--- src/rtl/operand_tf_pkg.sv ---
// Shared types for the operand-transformer block: warp payloads, results, scheduler states.
// Latency: n/a (types and constants only).
// Backpressure: n/a.
package operand_tf_pkg;

    localparam int WARP_SIZE      = 32;
    localparam int NUM_LANES      = 16;
    localparam int ELEM_WIDTH_IN  = 8;
    localparam int ELEM_WIDTH_OUT = 16;
    localparam int NUM_SCALES     = 16;
    localparam int SCALE_WIDTH    = 8;

    // Two half-warp beats carry one warp through the 16-lane transformer.
    localparam int BEATS_PER_WARP = WARP_SIZE / NUM_LANES;

    localparam int LANE_W      = $clog2(NUM_LANES);
    localparam int ELEM_IDX_W  = $clog2(WARP_SIZE);
    localparam int SCALE_IDX_W = $clog2(NUM_SCALES);

    typedef struct packed {
        logic scale_sharing_mode;   // 0: one scale per 2 elements, 1: one scale per 4 elements
    } operand_cfg_t;

    typedef struct packed {
        operand_cfg_t                                cfg;
        logic [NUM_SCALES-1:0][SCALE_WIDTH-1:0]      micro_scales;
        logic [WARP_SIZE-1:0][ELEM_WIDTH_IN-1:0]     elements;
    } operand_input_t;

    typedef struct packed {
        logic [WARP_SIZE-1:0][ELEM_WIDTH_OUT-1:0]    elements;
    } operand_output_t;

    typedef enum logic [2:0] {
        IDLE   = 3'd0,
        ISSUE0 = 3'd1,
        ISSUE1 = 3'd2,
        DRAIN  = 3'd3,
        RESP   = 3'd4
    } sched_state_e;

endpackage

--- src/rtl/operand_tf_rr_arb.sv ---
// Round-robin arbiter: first asserted request at or after ptr, wrapping modulo NUM_REQ.
// Latency: purely combinational.
// Backpressure: none; the caller decides whether the grant is consumed.
module operand_tf_rr_arb #(
    parameter int NUM_REQ = 2,
    parameter int TAG_W   = 1
) (
    input  logic [NUM_REQ-1:0] req,
    input  logic [TAG_W-1:0]   ptr,
    output logic [NUM_REQ-1:0] gnt,
    output logic [TAG_W-1:0]   id
);

    logic [TAG_W:0] cand;
    logic           found;

    // Scan candidates starting at ptr; the first valid one wins.
    always_comb begin
        gnt   = '0;
        id    = '0;
        found = 1'b0;
        cand  = '0;
        for (int i = 0; i < NUM_REQ; i++) begin
            cand = {1'b0, ptr} + (TAG_W+1)'(i);
            // ptr < NUM_REQ and i < NUM_REQ, so a single subtract wraps it.
            if (cand >= (TAG_W+1)'(NUM_REQ)) begin
                cand = cand - (TAG_W+1)'(NUM_REQ);
            end
            if (!found && req[cand[TAG_W-1:0]]) begin
                found                = 1'b1;
                gnt[cand[TAG_W-1:0]] = 1'b1;
                id                   = cand[TAG_W-1:0];
            end
        end
    end

endmodule

--- src/rtl/operand_tf_sched.sv ---
// Round-robin scheduler that pushes whole warps through the shared 16-lane transformer as two beats and reassembles the result.
// Latency: 1 accept + 2 issue + transformer latency + 1 response cycle minimum; one warp in flight.
// Backpressure: tf_ready stalls issue, rsp_ready holds the response; req_ready only in IDLE. Perf counters need OPERAND_TF_SCHED_PERF_EN.
module operand_tf_sched
    import operand_tf_pkg::*;
#(
    parameter int NUM_REQ = 2,
    parameter int TAG_W   = ($clog2(NUM_REQ) > 1) ? $clog2(NUM_REQ) : 1
) (
    input  logic                                      clk,
    input  logic                                      rst_n,
    input  logic [NUM_REQ-1:0]                        req_valid,
    output logic [NUM_REQ-1:0]                        req_ready,
    input  operand_input_t [NUM_REQ-1:0]              req_data,
    output logic                                      tf_valid,
    input  logic                                      tf_ready,
    output logic                                      tf_beat,
    output logic [NUM_LANES-1:0][ELEM_WIDTH_IN-1:0]   tf_elems,
    output logic [NUM_LANES-1:0][SCALE_WIDTH-1:0]     tf_scales,
    input  logic                                      tf_out_valid,
    input  logic [NUM_LANES-1:0][ELEM_WIDTH_OUT-1:0]  tf_out_elems,
    output logic                                      rsp_valid,
    input  logic                                      rsp_ready,
    output operand_output_t                           rsp_data,
    output logic [TAG_W-1:0]                          rsp_id,
    output logic                                      busy,
    output logic                                      err_sticky,
    output logic [31:0]                               perf_warps,
    output logic [31:0]                               perf_stall
);

    sched_state_e     state_q,   state_d;
    logic [TAG_W-1:0] rr_ptr_q,  rr_ptr_d;
    logic [TAG_W-1:0] tag_q,     tag_d;
    operand_input_t   payload_q, payload_d;
    operand_output_t  result_q,  result_d;
    logic [1:0]       rx_cnt_q,  rx_cnt_d;
    logic             err_q,     err_d;

    logic [NUM_REQ-1:0] arb_gnt;
    logic [TAG_W-1:0]   arb_id;
    logic               rx_window;
    logic               rsp_hs;

    logic [ELEM_IDX_W-1:0]  elem_idx;
    logic [SCALE_IDX_W-1:0] scale_idx;

    operand_tf_rr_arb #(
        .NUM_REQ (NUM_REQ),
        .TAG_W   (TAG_W)
    ) u_arb (
        .req (req_valid),
        .ptr (rr_ptr_q),
        .gnt (arb_gnt),
        .id  (arb_id)
    );

    // Warp sequencing FSM plus result collection, which runs independently of issue progress.
    always_comb begin
        state_d   = state_q;
        rr_ptr_d  = rr_ptr_q;
        tag_d     = tag_q;
        payload_d = payload_q;
        result_d  = result_q;
        rx_cnt_d  = rx_cnt_q;
        err_d     = err_q;
        req_ready = '0;
        tf_valid  = 1'b0;
        tf_beat   = 1'b0;
        rsp_valid = 1'b0;
        rsp_hs    = 1'b0;

        case (state_q)
            IDLE: begin
                req_ready = arb_gnt;
                if (|arb_gnt) begin
                    payload_d = req_data[arb_id];
                    tag_d     = arb_id;
                    rr_ptr_d  = (arb_id == TAG_W'(NUM_REQ-1)) ? '0 : arb_id + TAG_W'(1);
                    state_d   = ISSUE0;
                end
            end
            ISSUE0: begin
                tf_valid = 1'b1;
                if (tf_ready) begin
                    state_d = ISSUE1;
                end
            end
            ISSUE1: begin
                tf_valid = 1'b1;
                tf_beat  = 1'b1;
                if (tf_ready) begin
                    state_d = DRAIN;
                end
            end
            DRAIN: begin
                if (rx_cnt_q == 2'(BEATS_PER_WARP)) begin
                    state_d = RESP;
                end
            end
            RESP: begin
                rsp_valid = 1'b1;
                if (rsp_ready) begin
                    rsp_hs  = 1'b1;
                    state_d = IDLE;
                end
            end
            default: begin
                state_d = IDLE;
            end
        endcase

        // Beats come back in issue order, so rx_cnt alone picks the half-warp slot.
        rx_window = (state_q == ISSUE0) || (state_q == ISSUE1) || (state_q == DRAIN);
        if (tf_out_valid) begin
            if (rx_window && (rx_cnt_q != 2'(BEATS_PER_WARP))) begin
                for (int l = 0; l < NUM_LANES; l++) begin
                    result_d.elements[{rx_cnt_q[0], LANE_W'(l)}] = tf_out_elems[l];
                end
                rx_cnt_d = rx_cnt_q + 2'd1;
            end else begin
                // Nothing is expecting a beat: drop it and flag the protocol error.
                err_d = 1'b1;
            end
        end
        if (rsp_hs) begin
            rx_cnt_d = '0;
        end
    end

    // Lane element and micro-scale selection for the beat being issued; zero when idle.
    always_comb begin
        tf_elems  = '0;
        tf_scales = '0;
        elem_idx  = '0;
        scale_idx = '0;
        if (tf_valid) begin
            for (int l = 0; l < NUM_LANES; l++) begin
                elem_idx    = {tf_beat, LANE_W'(l)};
                tf_elems[l] = payload_q.elements[elem_idx];
                if (payload_q.cfg.scale_sharing_mode) begin
                    scale_idx = {1'b0, elem_idx[ELEM_IDX_W-1:2]};
                end else begin
                    scale_idx = elem_idx[ELEM_IDX_W-1:1];
                end
                tf_scales[l] = payload_q.micro_scales[scale_idx];
            end
        end
    end

    // State, payload, result and error registers with synchronous reset.
    always_ff @(posedge clk) begin
        if (!rst_n) begin
            state_q   <= IDLE;
            rr_ptr_q  <= '0;
            tag_q     <= '0;
            payload_q <= '0;
            result_q  <= '0;
            rx_cnt_q  <= '0;
            err_q     <= 1'b0;
        end else begin
            state_q   <= state_d;
            rr_ptr_q  <= rr_ptr_d;
            tag_q     <= tag_d;
            payload_q <= payload_d;
            result_q  <= result_d;
            rx_cnt_q  <= rx_cnt_d;
            err_q     <= err_d;
        end
    end

    assign rsp_data   = result_q;
    assign rsp_id     = tag_q;
    assign busy       = (state_q != IDLE);
    assign err_sticky = err_q;

`ifdef OPERAND_TF_SCHED_PERF_EN
    logic [31:0] perf_warps_q, perf_warps_d;
    logic [31:0] perf_stall_q, perf_stall_d;

    // Saturating completion and stall counters.
    always_comb begin
        perf_warps_d = perf_warps_q;
        perf_stall_d = perf_stall_q;
        if (rsp_hs && (perf_warps_q != 32'hFFFF_FFFF)) begin
            perf_warps_d = perf_warps_q + 32'd1;
        end
        if (tf_valid && !tf_ready && (perf_stall_q != 32'hFFFF_FFFF)) begin
            perf_stall_d = perf_stall_q + 32'd1;
        end
    end

    // Counter registers.
    always_ff @(posedge clk) begin
        if (!rst_n) begin
            perf_warps_q <= '0;
            perf_stall_q <= '0;
        end else begin
            perf_warps_q <= perf_warps_d;
            perf_stall_q <= perf_stall_d;
        end
    end

    assign perf_warps = perf_warps_q;
    assign perf_stall = perf_stall_q;
`else
    assign perf_warps = '0;
    assign perf_stall = '0;
`endif

endmodule
--- config.mk ---
export PLATFORM = sky130hd
export DESIGN_NAME = operand_tf_sched
export DESIGN_NICKNAME = d
export VERILOG_FILES = /design/src/rtl/operand_tf_pkg.sv /design/src/rtl/operand_tf_rr_arb.sv /design/src/rtl/operand_tf_sched.sv
export SDC_FILE = /design/constraint.sdc
export NUM_CORES = 2
export LEC_CHECK = 0
export CAP_MARGIN = 10
export CORE_AREA = 2 2 725 727
export DETAILED_ROUTE_END_ITERATION = 8
export DIE_AREA = 0 0 727 729
export SETUP_SLACK_MARGIN = 0.15
export SYNTH_ARGS = -nofsm -noshare
export SYNTH_HDL_FRONTEND = slang
export SYNTH_HIERARCHICAL = 1
export SYNTH_SLANG_ARGS = --single-unit
--- constraint.sdc ---
create_clock -name clk -period 3.3 [get_ports clk]
set_clock_uncertainty 0.15 [all_clocks]
set_input_delay 0.495 -clock clk [delete_from_list [all_inputs] [get_ports clk]]
set_output_delay 0.495 -clock clk [all_outputs]
set_load 0.1 [all_outputs]
==> results.json <==
{
  "first_pass_iters": 5,
  "reg2reg_to": "rsp_data[371]$_SDFFE_PN0P_",
  "initial_core_util_pct": 7.48,
  "rows": 266,
  "routedWlPerCell_um": 32.0,
  "register_area_um2": 18100,
  "ys_types": 47,
  "overflow": 0,
  "peakVddDrop_mv": 0.524,
  "antenna_left": 0,
  "postSynth.asyncResetShare_pct": 0,
  "grt_first_pass_wirelength_um": 544000,
  "path_buf_inv": 11,
  "drive_above_1_share_pct": 27.7,
  "layout_min_cycle_time_ns": 3.71,
  "tightest_slew_ns": 0.957,
  "netlist_area_um2": 39100,
  "r2r-start": "state_q[1]$_SDFFE_PN0P_",
  "min_to": "rsp_data[303]$_SDFFE_PN0P_",
  "avgSynthCellArea_um2": 8.09,
  "first_global_vias": 43700,
  "hold_depth": 3,
  "dpl.hpwl_um": 384000,
  "vias": 47200,
  "worst_path_dominant_cell_family": "buffers and inverters",
  "ys_top_cells_by_area": "dfxtp_1 (46%), nand2_1 (13%), mux2i_1 (10%)",
  "multiInputGateArea_um2": 22500,
  "place_ws_ns": 0.110,
  "placed_area_um2": 68900,
  "ff2ff_path_depth": 13,
  "synth_seq_cells": 905,
  "path_clk_slew_ns": 0.07,
  "fmaxAchievable_mhz": 270,
  "ys.flop_type": "dfxtp_1",
  "coreArea_um2": 523000,
  "finalHoldViolations": 0,
  "synth_top_area_share_pct": 46.3,
  "synth_edf_count": 0,
  "violations": "setup timing",
  "port_buffers": 1808,
  "yosysWarnings": 6,
  "setup_slack_ns": -0.409,
  "cpPeakStageDelay_ns": 0.47,
  "grt.total_usage_pct": 16.2,
  "yosys.area.top_type": "dfxtp_1",
  "slew_headroom_pct": 36.6,
  "timing.critical_path.mode_cell": "buf_12",
  "finalSetupViolCount": 257,
  "worstPathRequired_ns": 2.65,
  "drtIter0Drc": 3964,
  "synth_cells": 4837,
  "rsz0062_at_grt": "yes",
  "numCtsBuffers": 120,
  "critPathKind": "reg2out",
  "cp_max_fo": 5,
  "cts_root_buf": "clkbuf_16",
  "cp.arrival_ns": 3.06,
  "ys_seq_area_share_pct": 46.3,
  "fp.dieH_um": 729,
  "num-fill-cells": 58700,
  "hold_path_class": "in2reg",
  "viasPerCell": 3.34,
  "stdcell_area_um2": 81400,
  "cts.path.max_buffers": 4,
  "htree_num_levels": 3,
  "r2r_slack_ns": 0.26,
  "die_w_um": 727,
  "antenna_found_initial": 333,
  "die-area_um2": 530000,
  "powerDensity_nw_per_um2": 905,
  "startpoint_type": "flop",
  "critPathCaptureType": "primary output",
  "outcome": "finished, violations left",
  "mostFrequentLayoutCells": "nand2_1 (1152), clkdlybuf4s50_1 (1032), dfxtp_1 (901)",
  "wl_um": 453000,
  "area_growth_pct": 108,
  "worstPathCellList": "or3b_4 -> buf_12 -> buf_12 -> buf_12 -> buf_12 -> inv_16 -> buf_12 -> buf_6 -> buf_16 -> buf_6 -> a211oi_4 -> buf_6 -> buf_12",
  "cts_tree": "built",
  "drcViolationCount": 0,
  "cts.sinks": 905,
  "p_leak_nw": 29.6,
  "place_congestion": 1.01,
  "fin_setup_tns_ns": -62.08,
  "critPathSlowestCell": "or3b_4",
  "layout.nets": 7931,
  "clk_latency_ns": 0.87,
  "drv_slew": 0,
  "io_pins": 1873,
  "post-route-period-util_pct": 112,
  "maxCapViolations": 0,
  "hp-start": "tf_out_elems[47]",
  "final_common_cell": "nand2_1",
  "grt_max_degree": 91
}
[timing repair]
item / CTS / global route
hold buffers: 133 / 0
pin swaps: 243 / 173
buffers inserted: 132 / 30
cloned: 20 / 11
resized for setup: 670 / 175
setup endpoints to repair: 259 / 261
endpoints found under the hold margin: 218 / 0
[worst min-delay path, stage by stage]
cell and delay, ns:
clkdlybuf4s50_1 0.45, nand2_1 0.08, a21oi_1 0.06
[worst max path at each step]
stage                                  from       endpoint  slack (ns)  depth (start not counted)
global route        state_q[0]$_SDFFE_PN0P_   tf_scales[7]       -0.53                         13
finish              state_q[0]$_SDFFE_PN0P_   tf_scales[7]       -0.41                         13
CTS                 state_q[2]$_SDFFE_PN0P_  tf_scales[89]       -0.53                          8
global placement    state_q[1]$_SDFFE_PN0P_   tf_elems[40]        0.09                          6
floorplan           state_q[1]$_SDFFE_PN0P_   tf_elems[19]       -0.30                          6
detailed placement  state_q[1]$_SDFFE_PN0P_   tf_elems[40]        0.11                          6
[metal layers]
metal / global-route usage [%] / up-vias / share of wire [%]
li1: - / 20600 / -
met3: 8.24 / 906 / 12
met1: 18.2 / 22800 / 37
met2: 24.7 / 2597 / 43
met5: 0.272 / - / 0.39
met4: 8.92 / 246 / 6.8
[per-stage QoR]
step           instances  hold slack, ns  utilization [%]  total power [mW]
2_1_floorplan       4900           0.311                -              37.3
3_5_place_dp       13400           0.296             13.2              53.0
4_1_cts            13900        0.000247             15.2              72.7
6_report           14100          0.0902             15.6              73.7
3_3_place_gp       13400           0.292             13.2              53.0
5_1_grt            14000          0.0251             15.5              76.0
[registers in the layout, indices dropped and copies added (netlist names)]
name        flops
rr_ptr_q        1
err_sticky      1
rx_cnt_q        2
rsp_data      512
rsp_id          1
state_q         3
payload_q     385
[area by class of cell]
cell class	instances	area share [%]
antenna	159	0.489
clock buffer	148	4.00
clock inverter	73	1.15
inverter	9	0.0999
multi-input combinational	3445	27.7
sequential	905	22.3
tap	6968	10.7
timing repair buffer	2411	33.5
timing repair inverter	5	0.132
[synthesized netlist by cell type (5+ instances only)]
cell type  number
a211oi_1      397
a21boi_0       18
a21o_1          6
a21oi_1       679
a311oi_1        7
a31oi_1        11
and2_1          5
buf_1          22
buf_2         182
buf_4         148
clkbuf_1      188
dfxtp_1       905
inv_1           6
mux2_2          5
mux2i_1       409
nand2_1      1332
nand2b_1        9
nand3_1        11
nor2_1        404
nor2b_1         6
nor3_1          6
o21ai_0        10
o22ai_1        23
or2_2          14
[power by group]
group / switching (mW) / internal, mW
Clock: 6.13 / 8.23
Combinational: 28.8 / 14.1
Sequential: 3.05 / 13.3
Total: 38.0 / 35.7
[cells by family after synthesis]
| group | count (synthesis) | synth area share, % |
|---|---|---|
| mux | 416 | 10.7 |
| xor+xnor | 1 | 0.0224 |
| compound gates | 1160 | 17.8 |
| other cells | 1 | 0.00958 |
| simple gates | 1802 | 17.8 |
| fa+ha+maj | 1 | 0.0320 |
| buf+inv | 551 | 7.33 |
| flops | 905 | 46.3 |
(Power assumes the default switching activity.)
